`src/rtl/instr_encoder.sv`:
```
// Instruction encoder: packs MIPS instruction fields into 32-bit words and
// streams them into instruction memory at sequential word addresses.
// Input side uses a valid/ready handshake, output side a write/ack handshake.
module instr_encoder #(
    parameter logic [31:0] BASE_ADDR = 32'h0000_3000,
    parameter int          DEPTH     = 1024,
    parameter int          CW        = 11
) (
    input  logic          clk,
    input  logic          reset,
    input  logic          start,
    input  logic          in_valid,
    output logic          in_ready,
    input  logic [1:0]    fmt,
    input  logic [5:0]    op,
    input  logic [4:0]    rs,
    input  logic [4:0]    rt,
    input  logic [4:0]    rd,
    input  logic [4:0]    shamt,
    input  logic [5:0]    funct,
    input  logic [15:0]   imm16,
    input  logic [25:0]   imm26,
    input  logic [31:0]   raw,
    input  logic          last,
    output logic          im_we,
    output logic [31:0]   im_addr,
    output logic [31:0]   im_wdata,
    input  logic          im_ack,
    output logic [CW-1:0] count,
    output logic          busy,
    output logic          done,
    output logic          overflow
);

    typedef enum logic [1:0] {
        ST_IDLE  = 2'd0,
        ST_ARMED = 2'd1,
        ST_WRITE = 2'd2,
        ST_DONE  = 2'd3
    } state_t;

    localparam logic [CW-1:0] DEPTH_C = CW'(DEPTH);
    localparam logic [CW-1:0] ONE_C   = {{(CW-1){1'b0}}, 1'b1};

    // Assemble the instruction word for the selected format; unused fields drop out.
    function automatic logic [31:0] pack_word(
        input logic [1:0]  f,
        input logic [5:0]  f_op,
        input logic [4:0]  f_rs,
        input logic [4:0]  f_rt,
        input logic [4:0]  f_rd,
        input logic [4:0]  f_shamt,
        input logic [5:0]  f_funct,
        input logic [15:0] f_imm16,
        input logic [25:0] f_imm26,
        input logic [31:0] f_raw
    );
        logic [31:0] w;
        case (f)
            2'b00:   w = {f_op, f_rs, f_rt, f_rd, f_shamt, f_funct};
            2'b01:   w = {f_op, f_rs, f_rt, f_imm16};
            2'b10:   w = {f_op, f_imm26};
            2'b11:   w = f_raw;
            default: w = f_raw;
        endcase
        return w;
    endfunction

    state_t        state_r;
    state_t        state_next_s;
    logic          last_r;
    logic [CW-1:0] count_inc_s;
    logic          depth_hit_s;
    logic          in_ready_s;
    logic          im_we_s;
    logic          busy_s;
    logic          done_s;
    logic [31:0]   packed_s;

    assign count_inc_s = count + ONE_C;
    assign depth_hit_s = (count_inc_s == DEPTH_C);
    assign packed_s    = pack_word(fmt, op, rs, rt, rd, shamt, funct, imm16, imm26, raw);

    // State register.
    always_ff @(posedge clk) begin
        if (reset) begin
            state_r <= ST_IDLE;
        end else begin
            state_r <= state_next_s;
        end
    end

    // Next-state logic: start arms from IDLE/DONE, ack retires a write.
    always_comb begin
        state_next_s = state_r;
        case (state_r)
            ST_IDLE: begin
                if (start) begin
                    state_next_s = ST_ARMED;
                end else begin
                    state_next_s = ST_IDLE;
                end
            end
            ST_ARMED: begin
                if (in_valid) begin
                    state_next_s = ST_WRITE;
                end else begin
                    state_next_s = ST_ARMED;
                end
            end
            ST_WRITE: begin
                if (!im_ack) begin
                    state_next_s = ST_WRITE;
                end else if (last_r || depth_hit_s) begin
                    state_next_s = ST_DONE;
                end else begin
                    state_next_s = ST_ARMED;
                end
            end
            ST_DONE: begin
                if (start) begin
                    state_next_s = ST_ARMED;
                end else begin
                    state_next_s = ST_DONE;
                end
            end
            default: state_next_s = ST_IDLE;
        endcase
    end

    // Output decode from the next state so the status outputs leave a flop.
    always_comb begin
        in_ready_s = 1'b0;
        im_we_s    = 1'b0;
        busy_s     = 1'b0;
        done_s     = 1'b0;
        case (state_next_s)
            ST_IDLE: begin
                busy_s = 1'b0;
            end
            ST_ARMED: begin
                in_ready_s = 1'b1;
                busy_s     = 1'b1;
            end
            ST_WRITE: begin
                im_we_s = 1'b1;
                busy_s  = 1'b1;
            end
            ST_DONE: begin
                done_s = 1'b1;
            end
            default: begin
                busy_s = 1'b0;
            end
        endcase
    end

    // Datapath and status registers: address/count/data capture per state.
    always_ff @(posedge clk) begin
        if (reset) begin
            in_ready <= 1'b0;
            im_we    <= 1'b0;
            busy     <= 1'b0;
            done     <= 1'b0;
            im_addr  <= BASE_ADDR;
            im_wdata <= 32'h0000_0000;
            count    <= '0;
            overflow <= 1'b0;
            last_r   <= 1'b0;
        end else begin
            in_ready <= in_ready_s;
            im_we    <= im_we_s;
            busy     <= busy_s;
            done     <= done_s;
            case (state_r)
                ST_IDLE, ST_DONE: begin
                    if (start) begin
                        im_addr  <= BASE_ADDR;
                        count    <= '0;
                        overflow <= 1'b0;
                    end else begin
                        overflow <= overflow;
                    end
                end
                ST_ARMED: begin
                    if (in_valid) begin
                        im_wdata <= packed_s;
                        last_r   <= last;
                    end else begin
                        last_r <= last_r;
                    end
                end
                ST_WRITE: begin
                    if (im_ack) begin
                        count   <= count_inc_s;
                        im_addr <= im_addr + 32'd4;
                        if (!last_r && depth_hit_s) begin
                            overflow <= 1'b1;
                        end else begin
                            overflow <= overflow;
                        end
                    end else begin
                        count <= count;
                    end
                end
                default: begin
                    count <= count;
                end
            endcase
        end
    end

endmodule

```
`config.mk`:
```
export PLATFORM = sky130hd
export DESIGN_NAME = instr_encoder
export DESIGN_NICKNAME = d
export VERILOG_FILES = /design/src/rtl/instr_encoder.sv
export SDC_FILE = /design/constraint.sdc
export NUM_CORES = 1
export LEC_CHECK = 0
export CAP_MARGIN = 20
export CELL_PAD_IN_SITES_DETAIL_PLACEMENT = 1
export CELL_PAD_IN_SITES_GLOBAL_PLACEMENT = 2
export CORE_UTILIZATION = 20
export CTS_BUF_LIST = sky130_fd_sc_hd__clkbuf_16
export CTS_CLUSTER_DIAMETER = 120
export DETAILED_ROUTE_END_ITERATION = 7
export PLACE_DENSITY_LB_ADDON = 0.08
export SYNTH_ARGS = -nofsm -noshare
export SYNTH_HDL_FRONTEND = slang
export SYNTH_SLANG_ARGS = --single-unit
```
`constraint.sdc`:
```
create_clock -name clk -period 2.3 [get_ports clk]
set_input_delay 0.23 -clock clk [delete_from_list [all_inputs] [get_ports clk]]
set_output_delay 0.23 -clock clk [all_outputs]
set_load 0.01 [all_outputs]
```
==> results.md <==
* CTS Hold Bufs at 0
* Core ar. at 20300 um^2
* Die height at 146 um
* Pin count of the biggest net entering global routing at 52
* CP Class: flop to flop
* Fill cells at 2364
* Setup Fix Bufs, Post-CTS at 0
* CTS max path bufs at 2
* Depth of the worst hold-timing path at 3
* Slowest Stage Delay on Critical Path at 0.41 ns
* CTS H-tree depth at 3
* Crit path time final at 2.23 ns
* Final Cycle Share at 96.8%
* DR DRC count at 0
* Routed length per placed instance at 15.7 um
* Drt first-iter violations at 117
* Clock transition at path regs at 0.06 ns
* CP Capture Type: flop
* Synth unique cells at 45
* Avg Vias per Cell at 4.53
* Synth Warn # at 0
* Startpoint types: flop
* CTS tree: yes
* Total GRT Usage at 14.7%
* Slew Limit Headroom at 52.5%
* Setup-failing EPs final at 0
* Fmax at 449 MHz
* CP Max Fanout at 4
* Slew Limit Fails at 0
* Setup total negative slack at 0 ns
* Area grow syn2layout at 64.9%
* Reg2Reg Depth at 8
* Post-synth EDFFs at 0
* Actual slew at the worst max-slew pin at 0.712 ns
* Async SR Flop Fraction at 0%
* CP arrival at 2.49 ns
* Worst path slowest cell: or3_4
* Place WS at -0.0632 ns
* Worst path cell trace: inv_2 -> ha_4 -> mux2i_1 -> or3_4 -> or3_4 -> buf_4 -> or3_1 -> a21oi_1
* Class of the worst hold path: input port to flop
* #FFs+latches synth at 81
* Vias in the first global route at 4671
* Clock Root Buffer: clkbuf_16
* Final GP Congestion at 0.739
* PnR worst setup slack at 0.0746 ns
* Worst path bufs/invs at 2
* Sink Count at 81
* Sequential cell area fraction in the yosys report at 39.0%
* RSZ-0062 raised after global routing: true
* Peak supply drop at 0.000276 V
* Worst-Skew Late Latency at 0.34 ns
* Crit path depth at 8
* Avg Inst Size Synth at 8.50 um^2
* Top Ports at 194
* Post-DP Area at 6540 um^2
* Max-Cap Viols at 0
* Final Hold Viols at 0
* Synth area leaders: dfxtp_1, mux4_2, nor2_1
* Top cell by count, worst path: or3_4
* Gate Count Post-Synth at 489
* Antenna viol nets, final at 0
* DRT Pass-1 Iters at 4
* Initial antenna violation count at 1
* Port-buffer cells at 191
* TritonCTS Buffers at 9
* Antenna fix cells at 0
* Fraction of layout cells with a size suffix above 1 at 12.8%
* Yosys top cell by area: dfxtp_1
* Footprint of the multi-input gates at 2400 um^2
* Top-count cell post-synth: dfxtp_1
* # rows at 52
* Power per standard cell area at 482 nW/um^2
* Initial Util at 20.5%
* Die width at 146 um
* Critical path data required time at 2.57 ns
* Ys flop type: dfxtp_1
* Pleak at 2.34 nW
* Status: completed
* Die area at 21400 um^2
* HPWL after DPL at 11.5 mm
* Mapped cell area at 4160 um^2
* Final Cell Area at 6860 um^2
* Global-route wire length before repair at 25.0 mm
* Top Family by Delay on Critical Path: simple AND/OR/NAND/NOR gates
* Nets at 815
* Via count at 4380
* Share of the synthesized area in the top cell type at 39.0%
* Setup Skew at 0.00712 ns
* Routed WL at 15.2 mm
* Sequential cell area at 1620 um^2
* GRT Residual Overflow at 0
* Commonest cells in the netlist: dfxtp_1, nor2_1, nand2_1
## final timing paths
| check | start | end | slack [ns] |
|---|---|---|---|
| hold / removal | reset | overflow | 0.21 |
| setup / recovery | state_r[0] | im_addr[30] | 0.07 |
| hold reg to reg | im_wdata[2] | im_wdata[2] | 0.46 |
| setup reg to reg | state_r[0] | im_addr[30] | 0.07 |
## flip-flops by register name, summed over array words and instances (netlist names), 2 cells and up
register / count
state_r: 2
im_wdata: 32
im_addr: 30
count: 11
## cell type report
cell class,instances,area share (%)
Timing Repair Buffer,227,32.0
Clock buffer,9,3.28
Tap cell,270,4.93
Sequential cell,81,23.7
Multi-Input combinational cell,362,34.9
Clock inverter,7,0.584
Inverter,11,0.602
## power by group
| group | switching (W) | leakage [nW] | internal (W) |
|---|---|---|---|
| Clock | 0.000604 | 0.130 | 0.000720 |
| Sequential | 0.0000158 | 0.656 | 0.00143 |
| Combinational | 0.000207 | 1.55 | 0.000328 |
## stage by stage
step	std cells	hold WS (ns)	power, W	utilization, %
after detailed placement	951	0.451	0.00202	32.2
after floorplan	490	0.366	0.00169	-
after global routing	967	0.217	0.00350	33.8
final	967	0.210	0.00331	33.8
after global placement	951	0.443	0.00202	32.2
after CTS	967	0.191	0.00340	33.6
## layout by cell type, fill, tap and decap left out, drive strengths merged, types with 2 or more instances in the layout
cell type / count
nor3: 8
inv: 13
ha: 9
nand2: 62
a211oi: 11
nor2b: 6
or4: 5
a31oi: 3
mux4: 16
clkdlybuf4s50: 188
a22oi: 2
xnor2: 18
and4: 4
nor4: 12
nand2b: 3
nand4b: 2
conb: 2
and3: 2
clkinv: 2
or3: 9
xor2: 4
a311oi: 10
o21ai: 11
a21oi: 44
o31ai: 4
nand3: 21
nor2: 66
nand4: 5
clkbuf: 9
or2: 3
buf: 39
dfxtp: 81
mux2i: 11
clkinvlp: 3
## logic make-up after synthesis
kind of cell               Yosys count  synth area share [%]
and+or+nand+nor                    212                  24.3
AOI/OAI and AO/OA                   90                  13.2
DFF                                 81                  39.0
buffers and inverters               47                  4.69
muxes                               27                  11.3
xor gates and xnor gates            22                  4.63
adders and majority gates            9                  2.71
other                                1                0.0902
## worst reg2reg max path, delay by kind of cell, from the launching register on
kind	cells	cell delay, ns
buf+inv	2	0.20
flops	1	0.33
simple gates	3	1.11
mux	1	0.14
fa+ha+maj	1	0.24
compound gates	1	0.14
## metal layers
layer  vias to the layer above  part of all wire [%]  global-route usage [%]
met5                         -                 0.099                       0
met4                         2                   1.2                    4.53
met3                        12                   8.9                    5.53
met2                       124                    47                    24.3
met1                      2105                    43                    17.7
li1                       2137                     -                       -
## timing repair
| item | CTS | global route |
|---|---|---|
| gates resized for setup | 4 | 10 |
| pin swaps | 2 | 1 |
| setup endpoints to repair | 4 | 6 |
Note: power is estimated with default switching activity, not from simulation.
